File: src/rtl/alu_ctrl_exec_unit.sv
// Execute-stage core of the single-cycle MIPS-subset CPU: control decode, 32-bit ALU
// and branch-target adder, all outputs registered once (1-cycle latency).

module Cla32 (
    input  logic [31:0] a_i,
    input  logic [31:0] b_i,
    input  logic        ci_i,
    output logic [31:0] s_o,
    output logic        co_o
);
    logic [31:0] g, p, c;
    logic [7:0]  grpG, grpP;
    logic [8:0]  grpC;

    // Flat carry-lookahead expression for the carry after n positions.
    function automatic logic lookahead(input logic [7:0] gv, input logic [7:0] pv,
                                       input logic cin, input int n);
        logic res;
        logic term;
        res = 1'b0;
        for (int j = 0; j < 8; j++) begin
            if (j < n) begin
                term = gv[j];
                for (int m = 0; m < 8; m++) begin
                    if (m > j && m < n) term = term & pv[m];
                end
                res = res | term;
            end
        end
        term = cin;
        for (int m = 0; m < 8; m++) begin
            if (m < n) term = term & pv[m];
        end
        return res | term;
    endfunction

    always_comb begin
        g    = a_i & b_i;
        p    = a_i ^ b_i;
        c    = '0;
        grpG = '0;
        grpP = '0;
        grpC = '0;
        for (int k = 0; k < 8; k++) begin
            grpG[k] = lookahead({4'b0, g[k*4 +: 4]}, {4'b0, p[k*4 +: 4]}, 1'b0, 4);
            grpP[k] = &p[k*4 +: 4];
        end
        // Group carries come straight from group G/P and ci, never from a neighbour group.
        grpC[0] = ci_i;
        for (int k = 1; k < 9; k++) begin
            grpC[k] = lookahead(grpG, grpP, ci_i, k);
        end
        for (int k = 0; k < 8; k++) begin
            for (int i = 0; i < 4; i++) begin
                c[k*4 + i] = lookahead({4'b0, g[k*4 +: 4]}, {4'b0, p[k*4 +: 4]}, grpC[k], i);
            end
        end
        s_o  = p ^ c;
        co_o = grpC[8];
    end
endmodule

module alu_ctrl_exec_unit #(
    parameter int WIDTH = 32
) (
    input  logic             Clk,
    input  logic             Reset,
    input  logic [WIDTH-1:0] inst,
    input  logic [WIDTH-1:0] qa,
    input  logic [WIDTH-1:0] qb,
    input  logic [WIDTH-1:0] pc_plus4,
    output logic             regrt,
    output logic             se,
    output logic             wreg,
    output logic             aluqb,
    output logic [2:0]       aluc,
    output logic             wmem,
    output logic [2:0]       pcsrc,
    output logic             reg2reg,
    output logic [WIDTH-1:0] alu_r,
    output logic             z,
    output logic [WIDTH-1:0] br_target,
    output logic             br_cout
);
    logic [5:0]  op, fn;
    logic [15:0] imm;
    logic        regrt_d, se_d, wreg_d, aluqb_d, wmem_d, reg2reg_d, isBeq, isBne;
    logic [2:0]  aluc_d, pcsrcBase, pcsrc_d;
    logic [31:0] ext, aluB, addB, addSum, aluR_d, brSum;
    logic        z_d, brCout_d, aluCoutUnused, unusedInstBits;

    logic        regrt_q, se_q, wreg_q, aluqb_q, wmem_q, reg2reg_q, z_q, brCout_q;
    logic [2:0]  aluc_q, pcsrc_q;
    logic [31:0] aluR_q, brTarget_q;

    assign op  = inst[31:26];
    assign fn  = inst[5:0];
    assign imm = inst[15:0];
    assign unusedInstBits = ^inst[25:16];

    always_comb begin
        regrt_d   = 1'b0;
        se_d      = 1'b0;
        wreg_d    = 1'b0;
        aluqb_d   = 1'b0;
        aluc_d    = 3'b000;
        wmem_d    = 1'b0;
        pcsrcBase = 3'b000;
        reg2reg_d = 1'b0;
        isBeq     = 1'b0;
        isBne     = 1'b0;
        case (op)
            6'b000000: begin
                case (fn)
                    6'b100000: begin aluqb_d = 1'b1; wreg_d = 1'b1; reg2reg_d = 1'b1; aluc_d = 3'b000; end
                    6'b100010: begin aluqb_d = 1'b1; wreg_d = 1'b1; reg2reg_d = 1'b1; aluc_d = 3'b001; end
                    6'b100100: begin aluqb_d = 1'b1; wreg_d = 1'b1; reg2reg_d = 1'b1; aluc_d = 3'b010; end
                    6'b100101: begin aluqb_d = 1'b1; wreg_d = 1'b1; reg2reg_d = 1'b1; aluc_d = 3'b011; end
                    6'b101010: begin aluqb_d = 1'b1; wreg_d = 1'b1; reg2reg_d = 1'b1; aluc_d = 3'b100; end
                    6'b100110: begin aluqb_d = 1'b1; wreg_d = 1'b1; reg2reg_d = 1'b1; aluc_d = 3'b110; end
                    6'b100111: begin aluqb_d = 1'b1; wreg_d = 1'b1; reg2reg_d = 1'b1; aluc_d = 3'b111; end
                    6'b001000: begin aluqb_d = 1'b1; pcsrcBase = 3'b100; end
                    default: ;
                endcase
            end
            6'b001000: begin regrt_d = 1'b1; se_d = 1'b1; wreg_d = 1'b1; reg2reg_d = 1'b1; aluc_d = 3'b000; end
            6'b001100: begin regrt_d = 1'b1; wreg_d = 1'b1; reg2reg_d = 1'b1; aluc_d = 3'b010; end
            6'b001101: begin regrt_d = 1'b1; wreg_d = 1'b1; reg2reg_d = 1'b1; aluc_d = 3'b011; end
            6'b001111: begin regrt_d = 1'b1; wreg_d = 1'b1; reg2reg_d = 1'b1; aluc_d = 3'b101; end
            6'b100011: begin regrt_d = 1'b1; se_d = 1'b1; wreg_d = 1'b1; aluc_d = 3'b000; end
            6'b101011: begin regrt_d = 1'b1; se_d = 1'b1; wmem_d = 1'b1; aluc_d = 3'b000; end
            6'b000100: begin se_d = 1'b1; aluqb_d = 1'b1; aluc_d = 3'b001; isBeq = 1'b1; end
            6'b000101: begin se_d = 1'b1; aluqb_d = 1'b1; aluc_d = 3'b001; isBne = 1'b1; end
            6'b000010: begin pcsrcBase = 3'b011; end
            6'b000011: begin wreg_d = 1'b1; pcsrcBase = 3'b011; end
            default: ;
        endcase
    end

    assign ext  = se_d ? {{16{imm[15]}}, imm} : {16'h0000, imm};
    assign aluB = aluqb_d ? qb : ext;
    // Subtract reuses the adder as A + ~B + 1.
    assign addB = (aluc_d == 3'b001) ? ~aluB : aluB;

    Cla32 uAluAdder (
        .a_i (qa),
        .b_i (addB),
        .ci_i(aluc_d == 3'b001),
        .s_o (addSum),
        .co_o(aluCoutUnused)
    );

    Cla32 uBranchAdder (
        .a_i (pc_plus4),
        .b_i ({ext[29:0], 2'b00}),
        .ci_i(1'b0),
        .s_o (brSum),
        .co_o(brCout_d)
    );

    always_comb begin
        aluR_d = addSum;
        case (aluc_d)
            3'b010:  aluR_d = qa & aluB;
            3'b011:  aluR_d = qa | aluB;
            3'b100:  aluR_d = {31'b0, $signed(qa) < $signed(aluB)};
            3'b101:  aluR_d = {aluB[15:0], 16'h0000};
            3'b110:  aluR_d = qa ^ aluB;
            3'b111:  aluR_d = ~(qa | aluB);
            default: aluR_d = addSum;
        endcase
    end

    assign z_d     = (aluR_d == 32'h0);
    // Branch decision lives outside the decode block so zero can feed it without a comb loop.
    assign pcsrc_d = ((isBeq && z_d) || (isBne && !z_d)) ? 3'b010 : pcsrcBase;

    always_ff @(posedge Clk) begin
        if (!Reset) begin
            regrt_q    <= 1'b0;
            se_q       <= 1'b0;
            wreg_q     <= 1'b0;
            aluqb_q    <= 1'b0;
            aluc_q     <= 3'b000;
            wmem_q     <= 1'b0;
            pcsrc_q    <= 3'b000;
            reg2reg_q  <= 1'b0;
            aluR_q     <= 32'h0;
            z_q        <= 1'b0;
            brTarget_q <= 32'h0;
            brCout_q   <= 1'b0;
        end else begin
            regrt_q    <= regrt_d;
            se_q       <= se_d;
            wreg_q     <= wreg_d;
            aluqb_q    <= aluqb_d;
            aluc_q     <= aluc_d;
            wmem_q     <= wmem_d;
            pcsrc_q    <= pcsrc_d;
            reg2reg_q  <= reg2reg_d;
            aluR_q     <= aluR_d;
            z_q        <= z_d;
            brTarget_q <= brSum;
            brCout_q   <= brCout_d;
        end
    end

    assign regrt     = regrt_q;
    assign se        = se_q;
    assign wreg      = wreg_q;
    assign aluqb     = aluqb_q;
    assign aluc      = aluc_q;
    assign wmem      = wmem_q;
    assign pcsrc     = pcsrc_q;
    assign reg2reg   = reg2reg_q;
    assign alu_r     = aluR_q;
    assign z         = z_q;
    assign br_target = brTarget_q;
    assign br_cout   = brCout_q;
endmodule

File: config.mk
export PLATFORM = sky130hd
export DESIGN_NAME = alu_ctrl_exec_unit
export DESIGN_NICKNAME = d
export VERILOG_FILES = /design/src/rtl/alu_ctrl_exec_unit.sv
export SDC_FILE = /design/constraint.sdc
export NUM_CORES = 1
export LEC_CHECK = 0
export ABC_AREA = 1
export CORE_MARGIN = 2
export CORE_UTILIZATION = 40
export DETAILED_ROUTE_END_ITERATION = 16
export GPL_TIMING_DRIVEN = 0
export PLACE_DENSITY_LB_ADDON = 0.15
export SYNTH_ARGS = -nofsm -noshare
export SYNTH_HDL_FRONTEND = slang
export SYNTH_SLANG_ARGS = --single-unit
File: constraint.sdc
create_clock -name Clk -period 13 [get_ports Clk]
set_clock_uncertainty 0.2 [all_clocks]
set_input_delay 2.6 -clock Clk [delete_from_list [all_inputs] [get_ports Clk]]
set_output_delay 2.6 -clock Clk [all_outputs]
set_load 0.03 [all_outputs]
==> summary.txt, run 1 <==
Timing
  • Count of final setup violators: 0
  • Post-route worst setup slack: 3.71 ns
  • Worst max-slew margin expressed relative to the limit: 0.159
  • Max Transition Viols Final: 0
  • Aggregate negative setup slack: 0 ns
  • Shortest period the worst path allows: 9.29 ns
  • Measured slew at the worst slew-check pin: 1.26 ns
  • Unrepaired setup endpoints after global routing: no
  • Number of endpoints with negative hold slack in the final report: 0
  • Final Cycle Share: 0.714
  • Fmax: 108 MHz

Critical path
  • Required time of the critical path: 13.04 ns
  • Highest-delay cell along the critical path: sky130_fd_sc_hd__a21oi_1
  • Critical path type: input pin to register
  • Largest driver fanout on the critical path: 10
  • Data arrival time at the worst-slack endpoint: 9.33 ns
  • Worst path most repeated cell: sky130_fd_sc_hd__nand2_1
  • Crit path capture type: register
  • Delay of the slowest cell on the worst path: 0.97 ns
  • Type of element launching the critical path: input pin

Floorplan
  • Y dimension of the die: 158 um
  • Initial cell density of the core: 0.406
  • Number of rows created at floorplan: 56
  • Chip Width: around 160 um
  • Core Box Area: 23300 um2
  • IO Count: approximately 210
  • Die Footprint: 24900 um2

Logic synthesis
  • Synth Cell Area: 9470 um2
  • Distinct cell type count after synthesis: 47
  • Async set or reset register ratio after synthesis: 0
  • Cell taking the most area after synthesis: sky130_fd_sc_hd__ha_1
  • Avg Inst Size Synth: 6.87 um2
  • Synthesis-stage register bit count: 78
  • Top_reg_cell synth: sky130_fd_sc_hd__dfxtp_1
  • Number of instances in the synthesized netlist: approximately 1400
  • Mapped Nets: 1711
  • Dominant cells by area after synthesis: sky130_fd_sc_hd__ha_1 (25%), sky130_fd_sc_hd__dfxtp_1 (16%), sky130_fd_sc_hd__nand2_1 (13%)
  • Number of warning messages in the yosys log: 0
  • Fraction of synthesized cell area taken by the top area cell type: 0.248
  • Number of enable flip-flop cells after synthesis: 0
  • Fraction of the yosys area taken by sequential cells: 0.165

Route
  • Post-route ant nets: 0
  • Number of vias in the routed layout: 9240
  • DR pass1 iterations: 5
  • Post-DR wirelength/cell: roughly 16 um
  • Number of remaining DRC errors: 0
  • Routed WL: 29800 um
  • 1st-iter DRT viols: 531
  • Number of vias per cell: 4.84

Clock tree
  • Number of CTS-inserted buffers: 9
  • Clock net sink count: ~80
  • Count of H-tree levels built during CTS: 3
  • Post-CTS setup buffer count: 0
  • Buffers from clock root to sink, at most: 2
  • Clock tree from TritonCTS: done
  • Count of hold buffers inserted by post-cts repair: 0
  • Clock transition at the registers of the reported paths: roughly 0.060 ns
  • Root buffer cell: sky130_fd_sc_hd__clkbuf_16
  • Post-cts gate resize count: 0

Placement
  • Dpl hpwl: 24700 um
  • IO Port Bufs: 196
  • Worst slack at placement: 3.62 ns
  • Placer congestion estimate: 0.928

Cells and area
  • Area of the multi-input gates: 6840 um2
  • Number of antenna repair diodes: 0
  • Register area: approximately 1600 um2
  • Nets: roughly 1900
  • Synth-to-layout area growth: 28.4%
  • Total of fill cells in the finished design: around 2400
  • Layout cells sized above 1: 0.0648

Run
  • Max-capacitance violation count: 0

Power
  • Tot Pwr: 0.982 mW
  • Lkg Pwr: 6.35 nW
  • Power density normalized to cell area: approximately 81 nW/um2
  • Maximum vdd ir drop: 54.3 uV

Global route
  • Global-route met3 utilization: 0.0367
  • Via count of the first global-routing pass: approximately 8600
  • Met1 demand-to-capacity share in global routing: 0.319
  • Global Route met2 Usage: 0.395
  • Global router's overall resource usage: 0.240
  • Pin count of the biggest net entering global routing: 18
  • GR peak layer: met2
  • Global-route wire length before repair: 45600 um
  • Antenna violations before repair: 0
  • Overflow after GRT: 0

Min path
  • Hold WC Path Type: input pin to register

Status
  • Result of the run: completed
[routing by layer]
metal,share of wire,vias up,wire [um]
met4,0.027,0,813
met2,0.46,292,13800
met3,0.058,45,1740
li1,-,4745,-
met1,0.45,4158,13500
met5,0,-,0
[path summary, 6_finish.rpt]
kind | from | to | slack (ns) | depth (start not counted)
max | inst[2] | pcsrc[1] | 3.71 | 36
min | Reset | br_target[7] | 2.37 | 3
[registers in the layout (all words and copies together), names as in the netlist]
signal and cells:
alu_r 32, wreg 1, wmem 1, regrt 1
pcsrc 3, reg2reg 1, z 1, br_cout 1
aluqb 1, se 1, br_target 32, aluc 3
[cell type report]
type | count | share of cell area
clock inverter | 5 | 0.00680
multi-input combinational | 1043 | 0.563
inverter | 225 | 0.0703
sequential | 78 | 0.128
tap | 319 | 0.0328
timing repair buffer | 196 | 0.161
clock buffer | 11 | 0.0200
buffer | 32 | 0.0173
[synth_stat cells (all sizes together), types with 9 or more instances]
| library cell | instances |
|---|---|
| nand2 | 341 |
| o21bai | 12 |
| dfxtp | 78 |
| nor2 | 142 |
| fa | 15 |
| buf | 22 |
| xor2 | 42 |
| a21oi | 59 |
| nand3 | 78 |
| inv | 224 |
| xnor2 | 9 |
| nor3 | 25 |
| clkbuf | 10 |
| o21ai | 78 |
| or2 | 9 |
| ha | 188 |
| nand4 | 21 |
[cells by family after synthesis]
family | share of synthesized area
AO/OA/AOI/OAI | 0.0916
XOR/XNOR | 0.0472
adder cells (fa/ha/maj) | 0.280
buffers and inverters | 0.112
flip-flops | 0.165
AND/OR/NAND/NOR | 0.304
[metrics by stage]
step / std cells / instance area, um2 / utilization / hold slack [ns]
after global routing: 1909 / 12200 / 0.521 / 2.39
after floorplan: 1378 / 9470 / - / 2.50
final: 1909 / 12200 / 0.521 / 2.37
after global placement: 1893 / 11800 / 0.507 / 2.72
after CTS: 1909 / 12200 / 0.521 / 2.36
after detailed placement: 1893 / 11800 / 0.507 / 2.73
[power by group]
part           switching, mW  leakage [nW]  internal [mW]
clock network          0.110         0.160          0.174
logic                  0.251          5.55          0.174
registers            0.00647         0.647          0.266
total                  0.368          6.35          0.614
[cell usage in the layout, fill, tap and decap left out, types with 11 or more instances in the layout]
cell type / n
sky130_fd_sc_hd__a21oi_1: 59
sky130_fd_sc_hd__clkbuf_1: 11
sky130_fd_sc_hd__clkdlybuf4s50_1: 196
sky130_fd_sc_hd__dfxtp_1: 78
sky130_fd_sc_hd__fa_1: 15
sky130_fd_sc_hd__ha_1: 188
sky130_fd_sc_hd__inv_1: 210
sky130_fd_sc_hd__inv_2: 11
sky130_fd_sc_hd__nand2_1: 327
sky130_fd_sc_hd__nand3_1: 72
sky130_fd_sc_hd__nand4_1: 21
sky130_fd_sc_hd__nor2_1: 132
sky130_fd_sc_hd__nor3_1: 13
sky130_fd_sc_hd__nor3_2: 11
sky130_fd_sc_hd__o21ai_0: 58
sky130_fd_sc_hd__o21ai_1: 17
sky130_fd_sc_hd__o21bai_1: 12
sky130_fd_sc_hd__xor2_1: 42
[worst max-delay path: cells and delay by family]
kind            cells  cell delay, ns
fa+ha+maj           2            0.58
xor+xnor            1            0.12
buf+inv             5            1.40
simple gates       20            2.60
compound gates      8            2.06
Note: power is estimated with default switching activity, not from simulation.
==> run 2, diff against run 1 <==
- clock period: 13 -> 9.5 ns (I/O delays scaled with it)
==> results of run 2 <==
Same layout as run 1 (identical final DEF). Status: completed.
Among the figures that moved: setup slack after placement 3.62 ns -> 0.816 ns; setup slack after layout 3.71 ns -> 0.914 ns; hold slack 2.37 ns -> 1.67 ns; total power 0.982 mW -> 1.34 mW; worst IR drop on VDD 54.3 uV -> 74.3 uV
==> variant: new RTL, flow settings as in run 2 <==
Register the output `regrt` once more, with the module's reset; this adds one clock of latency there. The other outputs are not delayed to match.
--- a/src/rtl/alu_ctrl_exec_unit.sv
+++ b/src/rtl/alu_ctrl_exec_unit.sv
@@ -205,7 +205,13 @@
         end
     end
 
-    assign regrt     = regrt_q;
+    always_ff @(posedge Clk) begin
+        if (!Reset) begin
+            regrt <= '0;
+        end else begin
+            regrt <= regrt_q;
+        end
+    end
     assign se        = se_q;
     assign wreg      = wreg_q;
     assign aluqb     = aluqb_q;
Check against the original RTL: not equivalent (Yosys sat finds a counterexample within 4 cycles, from zero or initial values and one cycle with Reset low).
==> variant against run 2 <==
Fmax rose by 3.5%; die area is 0.34% higher; via count increased by 0.11%; design area about the same; synthesized area grew 0.34%; worst setup slack improved by 0.29 ns; sequential cell count is 1 higher; total power fell by 0.78%; core utilization down 0.12 points; routed wire length rose by 3.5%.
==> variant: results (changes against run 2) <==
| Metric | Value |
|---|---|
| Synth Area in XOR/XNOR | 4.89% (+0.17 points) |
| Synth Area in Adders | 27.9% (-0.096 points) |
| Setup Slack @ Placement | 1.02 ns (+0.202 ns) |
| Bufs w/o clock | 231 (+1.3%) |
| Clkbuf count | 10 (-1) |
| Status | completed |
| Buffers on Ports | 197 (+0.51%) |
| Compound-gate portion of the synthesized area | 8.76% (-0.40 points) |
| Slowest-stage cell, CP | clkdlybuf4s50_1 |
| Wl on met1 | 13.8 mm (+2.4%) |
| Post-Syn Area per Cell | 6.92 um2 (+0.71%) |
| Sequential-to-total area share from yosys stat | 16.6% (+0.15 points) |
| Power Combinational | 0.621 mW (+6.7%) |
| Number of distinct library cells after synthesis | 48 (+2.1%) |
| Num Clock Sinks | 79 (+1.3%) |
| Post-layout nets | 1,914 (-0.21%) |
| Top cell types by occurrence after synthesis | 313 x nand2_1, 228 x inv_1, 188 x ha_1 |
| Seq area share | 13.0% (+0.16 points) |
| DRT Pass-1 Iters | 5 (unchanged) |
| Dpl hpwl | 25.7 mm (+4.2%) |
| Met3 wire len | 2.16 mm (+25%) |
| Non-clock buffer share | 18.0% (+0.15 points) |
| Inverter count | 236 (+4.9%) |
| Vias in the first global route | 8,815 (+2.7%) |
| Multi-input gate area | 6810 um2 (-0.44%) |
| Met2 WL | 13.6 mm (-0.92%) |
| Total wire length | 30.8 mm (+3.5%) |
| Via/cell ratio | 4.86 (+0.32%) |
| CP arrival | 8.34 ns (-0.29 ns) |
| Slew @ Worst Pin | 0.818 ns (-0.444 ns) |
| Overall Global Routing Usage | 24.9% (+0.96 points) |
| Area contributors post-synth | ha_1 25%, dfxtp_1 17%, nand2_1 12% |
| Routability Congestion | 0.937 (+0.96%) |
| Layout fillers | 2,380 (+0.34%) |
| Layout cell share with drive strength beyond 1 | 7.31% (+0.84 points) |
| Worst min path class | flop to flop |
| Sw power | 0.530 mW (+5.3%) |
| Initial drt markers | 606 (+14%) |
| VDD IR max | 0.0746 mV (+0.51%) |
| Clock-cell share | 2.39% (-0.29 points) |
| Mux cell area share after synthesis | 0.105% (+0.11 points) |
| GRT met2 Usage | 40.2% (+0.70 points) |
| CP max stage delay | 0.64 ns (-0.33 ns) |
| First-pass GRT wire length | 47.1 mm (+3.4%) |
| GR Util met1 | 32.8% (+0.82 points) |
| Clock distribution power | 0.335 mW (-14%) |
| Leak Pwr | 6.33 nW (-0.35%) |
| Multi-Input Combinational | 1,024 (-1.8%) |
| Post-Syn Nets | 1,706 (-0.29%) |
## variant: changes by cell type after synthesis, sizes merged, moves of 4 or more
cell	run 2	this run
nand4	21	29
nand3	78	74
and3	4	0
nand2	341	319
o21ai	78	73
or2	9	15
o21bai	12	8
inv	224	235
nor2	142	135
nor3b	0	6
## variant: path summary, 6_finish.rpt
| check | from | depth (start not counted) | endpoint | slack [ns] |
|---|---|---|---|---|
| hold / removal | regrt_q | 2 | regrt | 0.21 |
| setup reg to reg | regrt_q | 2 | regrt | 8.82 |
| hold reg to reg | regrt_q | 2 | regrt | 0.21 |
| setup / recovery | inst[2] | 37 | pcsrc[1] | 1.21 |
## variant: stage by stage
| step | hold slack, ns | cell area [um2] |
|---|---|---|
| floorplan | 0.190 | 9500 |
| global placement | 0.195 | 11900 |
| detailed placement | 0.201 | 11900 |
| CTS | 0.206 | 12200 |
| global route | 0.225 | 12200 |
| finish | 0.206 | 12200 |
